[config.mk]
export PLATFORM = sky130hd
export DESIGN_NAME = seq_detect_param
export DESIGN_NICKNAME = d
export VERILOG_FILES = /design/src/rtl/seq_detect_param.sv
export SDC_FILE = /design/constraint.sdc
export NUM_CORES = 1
export LEC_CHECK = 0
export CORE_UTILIZATION = 45
export CTS_BUF_LIST = sky130_fd_sc_hd__clkbuf_16
export CTS_CLUSTER_SIZE = 20
export DETAILED_ROUTE_END_ITERATION = 6
export PLACE_DENSITY = 0.75
export REMOVE_ABC_BUFFERS = 1
export SYNTH_ARGS = -nofsm -noshare
export SYNTH_HDL_FRONTEND = slang
export SYNTH_SLANG_ARGS = --single-unit
[constraint.sdc]
create_clock -name clk -period 2.2 [get_ports clk]
set_clock_uncertainty 0.05 [all_clocks]
set_input_delay 0.33 -clock clk [delete_from_list [all_inputs] [get_ports clk]]
set_output_delay 0.33 -clock clk [all_outputs]
set_load 0.05 [all_outputs]
[src/rtl/seq_detect_param.sv]
// seq_detect_param: parametrised Moore sequence detector on a serial bit stream.
// Detects a PAT_W-bit pattern (MSB received first) among bits qualified by
// in_valid. Overlapping or non-overlapping matching is chosen at run time.
// A saturating match counter is kept for status and debug.
//
// Optional feature (macro SEQ_DETECT_PAT_LOAD_EN): the pattern becomes a
// run-time loadable register driven by pat_load/pat_in. When the macro is
// undefined the pattern is the constant PATTERN, and pat_load/pat_in are ignored.
//
// Input qualification: in is consumed only on rising edges where in_valid=1.
// Idle edges leave the window and the out flag unchanged.
module seq_detect_param #(
  parameter int               PAT_W   = 4,
  parameter logic [PAT_W-1:0] PATTERN = 4'b1101,
  parameter int               CNT_W   = 8
) (
  input  logic             clk,
  input  logic             rst,
  input  logic             in,
  input  logic             in_valid,
  input  logic             mode_ovl,
  input  logic             pat_load,
  input  logic [PAT_W-1:0] pat_in,
  input  logic             cnt_clr,
  output logic             out,
  output logic [CNT_W-1:0] match_cnt
);

  localparam int               FILL_W   = $clog2(PAT_W + 1);
  localparam logic [FILL_W-1:0] FILL_MAX = FILL_W'(PAT_W);
  localparam logic [CNT_W-1:0]  CNT_MAX  = '1;

  logic [PAT_W-1:0]  hist_q, hist_d;
  logic [FILL_W-1:0] fill_q, fill_d;
  logic              match_q, match_d;
  logic [CNT_W-1:0]  cnt_q, cnt_d;

  logic [PAT_W-1:0]  pat;
  logic              load;
  logic [PAT_W-1:0]  hist_n;
  logic [FILL_W-1:0] fill_n;
  logic              hit;

`ifdef SEQ_DETECT_PAT_LOAD_EN
  logic [PAT_W-1:0] pat_q;

  // Pattern register: reloaded by pat_load, persists until the next load or reset.
  always_ff @(posedge clk or negedge rst) begin
    if (!rst) begin
      pat_q <= PATTERN;
    end else if (pat_load) begin
      pat_q <= pat_in;
    end
  end

  assign pat  = pat_q;
  assign load = pat_load;
`else
  // Fixed pattern build: the load inputs stay on the port list but do nothing.
  logic unused_pat_load;
  assign unused_pat_load = ^{pat_load, pat_in};
  assign pat  = PATTERN;
  assign load = 1'b0;
`endif

  // Candidate window, fill level and match decision for the current edge.
  always_comb begin
    hist_n = {hist_q[PAT_W-2:0], in};
    fill_n = (fill_q == FILL_MAX) ? FILL_MAX : fill_q + FILL_W'(1);
    hit    = in_valid && !load && (fill_n == FILL_MAX) && (hist_n == pat);
  end

  // Next-state for the window, fill counter and Moore match flag.
  // A non-overlapping hit empties the fill so the next match needs fresh bits.
  always_comb begin
    hist_d  = hist_q;
    fill_d  = fill_q;
    match_d = match_q;
    if (load) begin
      fill_d  = '0;
      match_d = 1'b0;
    end else if (in_valid) begin
      hist_d  = hist_n;
      match_d = hit;
      fill_d  = (hit && !mode_ovl) ? '0 : fill_n;
    end
  end

  // Saturating match counter; a clear wins over a coincident hit.
  always_comb begin
    cnt_d = cnt_q;
    if (cnt_clr) begin
      cnt_d = '0;
    end else if (hit && (cnt_q != CNT_MAX)) begin
      cnt_d = cnt_q + CNT_W'(1);
    end
  end

  // State registers, all cleared asynchronously by the active-low reset.
  always_ff @(posedge clk or negedge rst) begin
    if (!rst) begin
      hist_q  <= '0;
      fill_q  <= '0;
      match_q <= 1'b0;
      cnt_q   <= '0;
    end else begin
      hist_q  <= hist_d;
      fill_q  <= fill_d;
      match_q <= match_d;
      cnt_q   <= cnt_d;
    end
  end

  assign out       = match_q;
  assign match_cnt = cnt_q;

endmodule

Yosys cells after proc, flatten, opt, wreduce, memory -nomap -nowiden --
Cells that the tools add are included. W data, S select, Z words.
Word-level totals: flip-flop bits (word level) 15, logic and storage cells 20, output and inout bits 9
Cells by class: reductions and logical operators 6, mux-type cells 4, $add $sub $neg 2, equality and inequality tests 4
Operators with widths (number):
- $mux W8 | 2
- $add A8 B1 Y8 const B | 1
- $ne A8 B8 Y1 const B | 1
- $eq A3 B3 Y1 const B | 2
- $mux W3 | 2
- $eq A4 B4 Y1 const B | 1
- $logic_and A1 B1 Y1 | 4
- $add A3 B1 Y3 const B | 1
- $reduce_bool A2 Y1 | 1
- $logic_not A1 Y1 | 1

Depth between registers and ports, before layout --
depth in word-level cells 8, gate-level depth with buffers 8, depth with buffers taken out 7

Least setup slack after synthesis --
No wires, ideal clock.
path type register -> register, start point register fill_q[0], end point register cnt_q[3] (netlist: match_cnt[3]), arrival 1.782 ns, path slack 0.290 ns, stages on the path, launching flop included 9, library setup time 0.078 ns, required time 2.072 ns, cells stage by stage dfrtp_1 > inv_1 > ha_1 > or2b_1 > a21oi_2 > o211ai_2 > buf_6 > or3_1 > a21oi_1
On the way: cells in the longest elaborated chain, start to end 7, elaborated cells between the ends (all ways) 8, those cells by class add/sub: 1; eq/ne: 2; mux: 1; reduce/logical: 4
Ends and longest elaborated chain:
- start: declaration | line 34 | logic [FILL_W-1:0] fill_q, fill_d;
- start signal: assignment | line 108 | fill_q <= fill_d;
- $add A3 B1 Y3 / $eq A3 B3 Y1 (equally long branches) | line 69 | fill_n = (fill_q == FILL_MAX) ? FILL_MAX : fill_q + FILL_W'(1);
- $mux W3 * | line 69
- $eq A3 B3 Y1 * | line 70 | hit = in_valid && !load && (fill_n == FILL_MAX) && (hist_n == pat);
- $logic_and A1 B1 Y1 * (2 in a row) | line 70
- $logic_and A1 B1 Y1 * | line 94 | end else if (hit && (cnt_q != CNT_MAX)) begin
- $reduce_bool A2 Y1 (no source line) *
- end signal: assignment | line 110 | cnt_q <= cnt_d;
- end: declaration | line 36 | logic [CNT_W-1:0] cnt_q, cnt_d;
Every way passes the cells marked *; elsewhere a longest branch is shown, timed or not. A chain may end at the register's enable or synchronous reset.

Worst setup path in the final report --
start point register fill_q[0], end point register cnt_q[5] (netlist: match_cnt[5])
Same word-level chain as after synthesis.

==> flow_summary_export.csv <==
group,metric,value,unit
logic_synthesis,syn_area,768.2,µm²
placement,preCtsSetupSlack,120.1,ps
timing,setup_repair_after_global_routing_missed_its_margin,"yes",
die,dieHeight,43.32,µm
setup_path,worst-path-max-fanout,10,
drt,routed_wl,1493,µm
timing,fmax,477.5,MHz
setup_path,critical_path.endpoint_type,"flop",
logic_synthesis,yosysSeqAreaShare,48.86,%
clock_network,cell_at_the_root_of_the_clock_tree,"clkbuf_16",
logic_synthesis,syn_inst,75,
clock_network,cts_tree,"yes",
timing,timing_worst_slew_pin_value,653.6,ps
finish,antenna_cells,0,
setup_path,critical-path-max-stage-delay,440,ps
pwr,leakagePower,0.4210,nW
die,placement_rows,14,
setup_path,rrSetupSlack,110,ps
finish,most_common_cell_after_layout_fill_and_taps_aside,"dfrtp_1",
logic_synthesis,synthArstFlopShare,100.0,%
clock_network,cts_buffer_depth,2,
placement,placement.io_buffers,14,
die,dieWidth,43.32,µm
logic_synthesis,flip_flop_and_latch_count_after_synthesis,15,
clock_network,cts_setup_buffers,0,
grt,first_global_vias,627,
drt,drt_drc_violations_left,0,
clock_network,htree_levels,1,
grt,grt_first_pass_wirelength,2628,µm
placement,detailed_place.area,917.1,µm²
grt,initial_antenna_violation_count,0,
drt,drt_pass1_iterations,2,
logic_synthesis,yosys_most_used_dff,"dfrtp_1",
timing,min_period,2094,ps
finish,drive_gt1_share,13.04,%
pwr,power-per-cell-area,852.6,nW/µm²
setup_path,worst-setup-path-type,"flop to flop",
pwr,peakVddDrop,0.5608,mV
timing,final.setup.tns,0,ps
placement,detailed_place_hpwl,1060,µm
finish,area_delta_synth_final,29.64,%
timing,hold-worst-slack,439.5,ps
grt,grt_use_total,19.24,%
timing,setup_viol,0,
outcome,run_status,"complete, no violations",
clock_network,tritoncts_buffers,3,
timing,worst_slew_margin_rel,56.29,%
setup_path,crit_path_start_kind,"flop",
placement,dpl.cell_count,104,
drt,routedWlPerCell,13.82,µm
setup_path,crit-reg2reg-capture,"match_cnt[5]$_DFFE_PN0P_",
finish,fin_cells,108,
drt,dr_total_vias,616,
timing,setup_slack,105.8,ps
setup_path,timing.reg2reg.worst_path_depth,7,
drt,drt-initial-drc-count,15,
logic_synthesis,yosysWarningCount,0,
timing,fin_crit_sh,95.19,%
clock_network,cts_resized,0,
logic_synthesis,synth_enable_flop_cells,0,
setup_path,cp_top_family,"simple AND/OR/NAND/NOR gates",
die,fp.dieArea,1877,µm²
drt,via_per_inst,5.704,
finish,mostFrequentLayoutCells,"15 x dfrtp_1, 14 x clkdlybuf4s50_1, 9 x o21ai_0",
setup_path,worst_ep_required_time,2320,ps
run,max-cap-violations,0,
setup_path,crit_path_cell_trace,"inv_1, ha_1, or2b_1, a21oi_2, o211ai_2, or4_1, a21oi_1",
setup_path,crit_arrival,2210,ps
drt,drtAntennaViolNets,0,
setup_path,max_stage_delay_cell_worst_path,"or4_1",
setup_path,worstReg2RegStart,"fill_q[0]$_DFFE_PN0P_",
clock_network,ctsHoldBuffers,0,
finish,final_std_cell_area_no_fill,996.0,µm²
die,starting_density_of_the_core,49.28,%
grt,maximum_number_of_pins_on_one_net_before_global_route_repair,16,
finish,num-nets-final,107,
clock_network,clock_latency,240,ps
clock_network,tritoncts_num_sinks,15,
timing,hold_viol_final,0,
die,io-pin-count,20,
placement,gp_routability_congestion,0.7188,
hold_path,hold_class,"primary input to asynchronous set/reset pin",
setup_path,critical_path_buf_inv_count,1,
die,core_region_area,1559,µm²
grt,global_route.overflow_total,0,
logic_synthesis,yosys.cell_types.count,24,
timing,report.final.slew_viol_count,0,
logic_synthesis,syn-mean-instance-area,10.24,µm²
clock_network,clk_pin_slew,50,ps
[layer usage]
metal  up-vias  GRT usage, %  wire [µm]
met3         6         4.681         47
met4         0         13.75         37
met5         -             0          0
met2        12         32.73        753
li1        303             -          -
met1       295         20.65        655
[cell usage after synthesis (2+ instances only)]
cell / number / area (µm²)
nand2_1: 4 / 15.01
nor2_1: 2 / 7.510
o21ai_0: 9 / 45.04
buf_6: 2 / 22.52
nand3_1: 7 / 35.03
or3_1: 4 / 25.02
dfrtp_1: 15 / 375.4
or4_1: 2 / 15.01
ha_1: 3 / 37.54
mux2_2: 3 / 33.78
a21oi_1: 6 / 30.03
inv_1: 6 / 22.52
[flip-flops by register name, indices dropped and copies added, names as in the netlist]
signal     cells
out            1
fill_q         3
hist_q         3
match_cnt      8
[how the worst max path moves through the flow]
stage	startpoint	endpoint	slack (ps)	cells past startpoint
finish	fill_q[0]$_DFFE_PN0P_	match_cnt[5]$_DFFE_PN0P_	110	7
global route	fill_q[0]$_DFFE_PN0P_	match_cnt[5]$_DFFE_PN0P_	-40	7
CTS	fill_q[0]$_DFFE_PN0P_	match_cnt[5]$_DFFE_PN0P_	110	7
detailed placement	fill_q[0]$_DFFE_PN0P_	match_cnt[5]$_DFFE_PN0P_	120	7
global placement	in_valid	match_cnt[5]$_DFFE_PN0P_	170	6
floorplan	fill_q[0]$_DFFE_PN0P_	match_cnt[5]$_DFFE_PN0P_	260	7
[power breakdown]
part	internal, W	switching, W	total [W]
clock	0.000241	0.000111	0.000352
sequential	0.000312	0.0000285	0.000340
combinational	0.0000678	0.0000892	0.000157
[through the flow]
stage | util [%] | total power, W
after floorplan | - | 0.0004514
after global placement | 58.83 | 0.0004901
after detailed placement | 58.83 | 0.0005045
after CTS | 63.88 | 0.0008537
after global routing | 63.88 | 0.0008935
final | 63.88 | 0.0008492
[area by class of cell]
class	instances	area (µm²)
clock buffers	3	75.07
clock inverters	1	3.754
fillers	124	563.0
inverters	6	22.52
multi-input cells	51	344.1
flip-flops and latches	15	375.4
well taps	16	20.02
repair buffers	16	155.1
[logic make-up (layout without fill, tap and decap cells)]
| kind of cell | Yosys count | in the layout | share of synthesized area (%) |
|---|---|---|---|
| AOI/OAI and AO/OA | 21 | 21 | 17.43 |
| DFF | 15 | 15 | 48.86 |
| xor gates and xnor gates | 1 | 1 | 1.140 |
| buffers and inverters | 9 | 26 | 6.351 |
| adders and majority gates | 3 | 3 | 4.887 |
| and+or+nand+nor | 22 | 22 | 15.63 |
| muxes | 4 | 4 | 5.700 |
(Power assumes the default switching activity.)
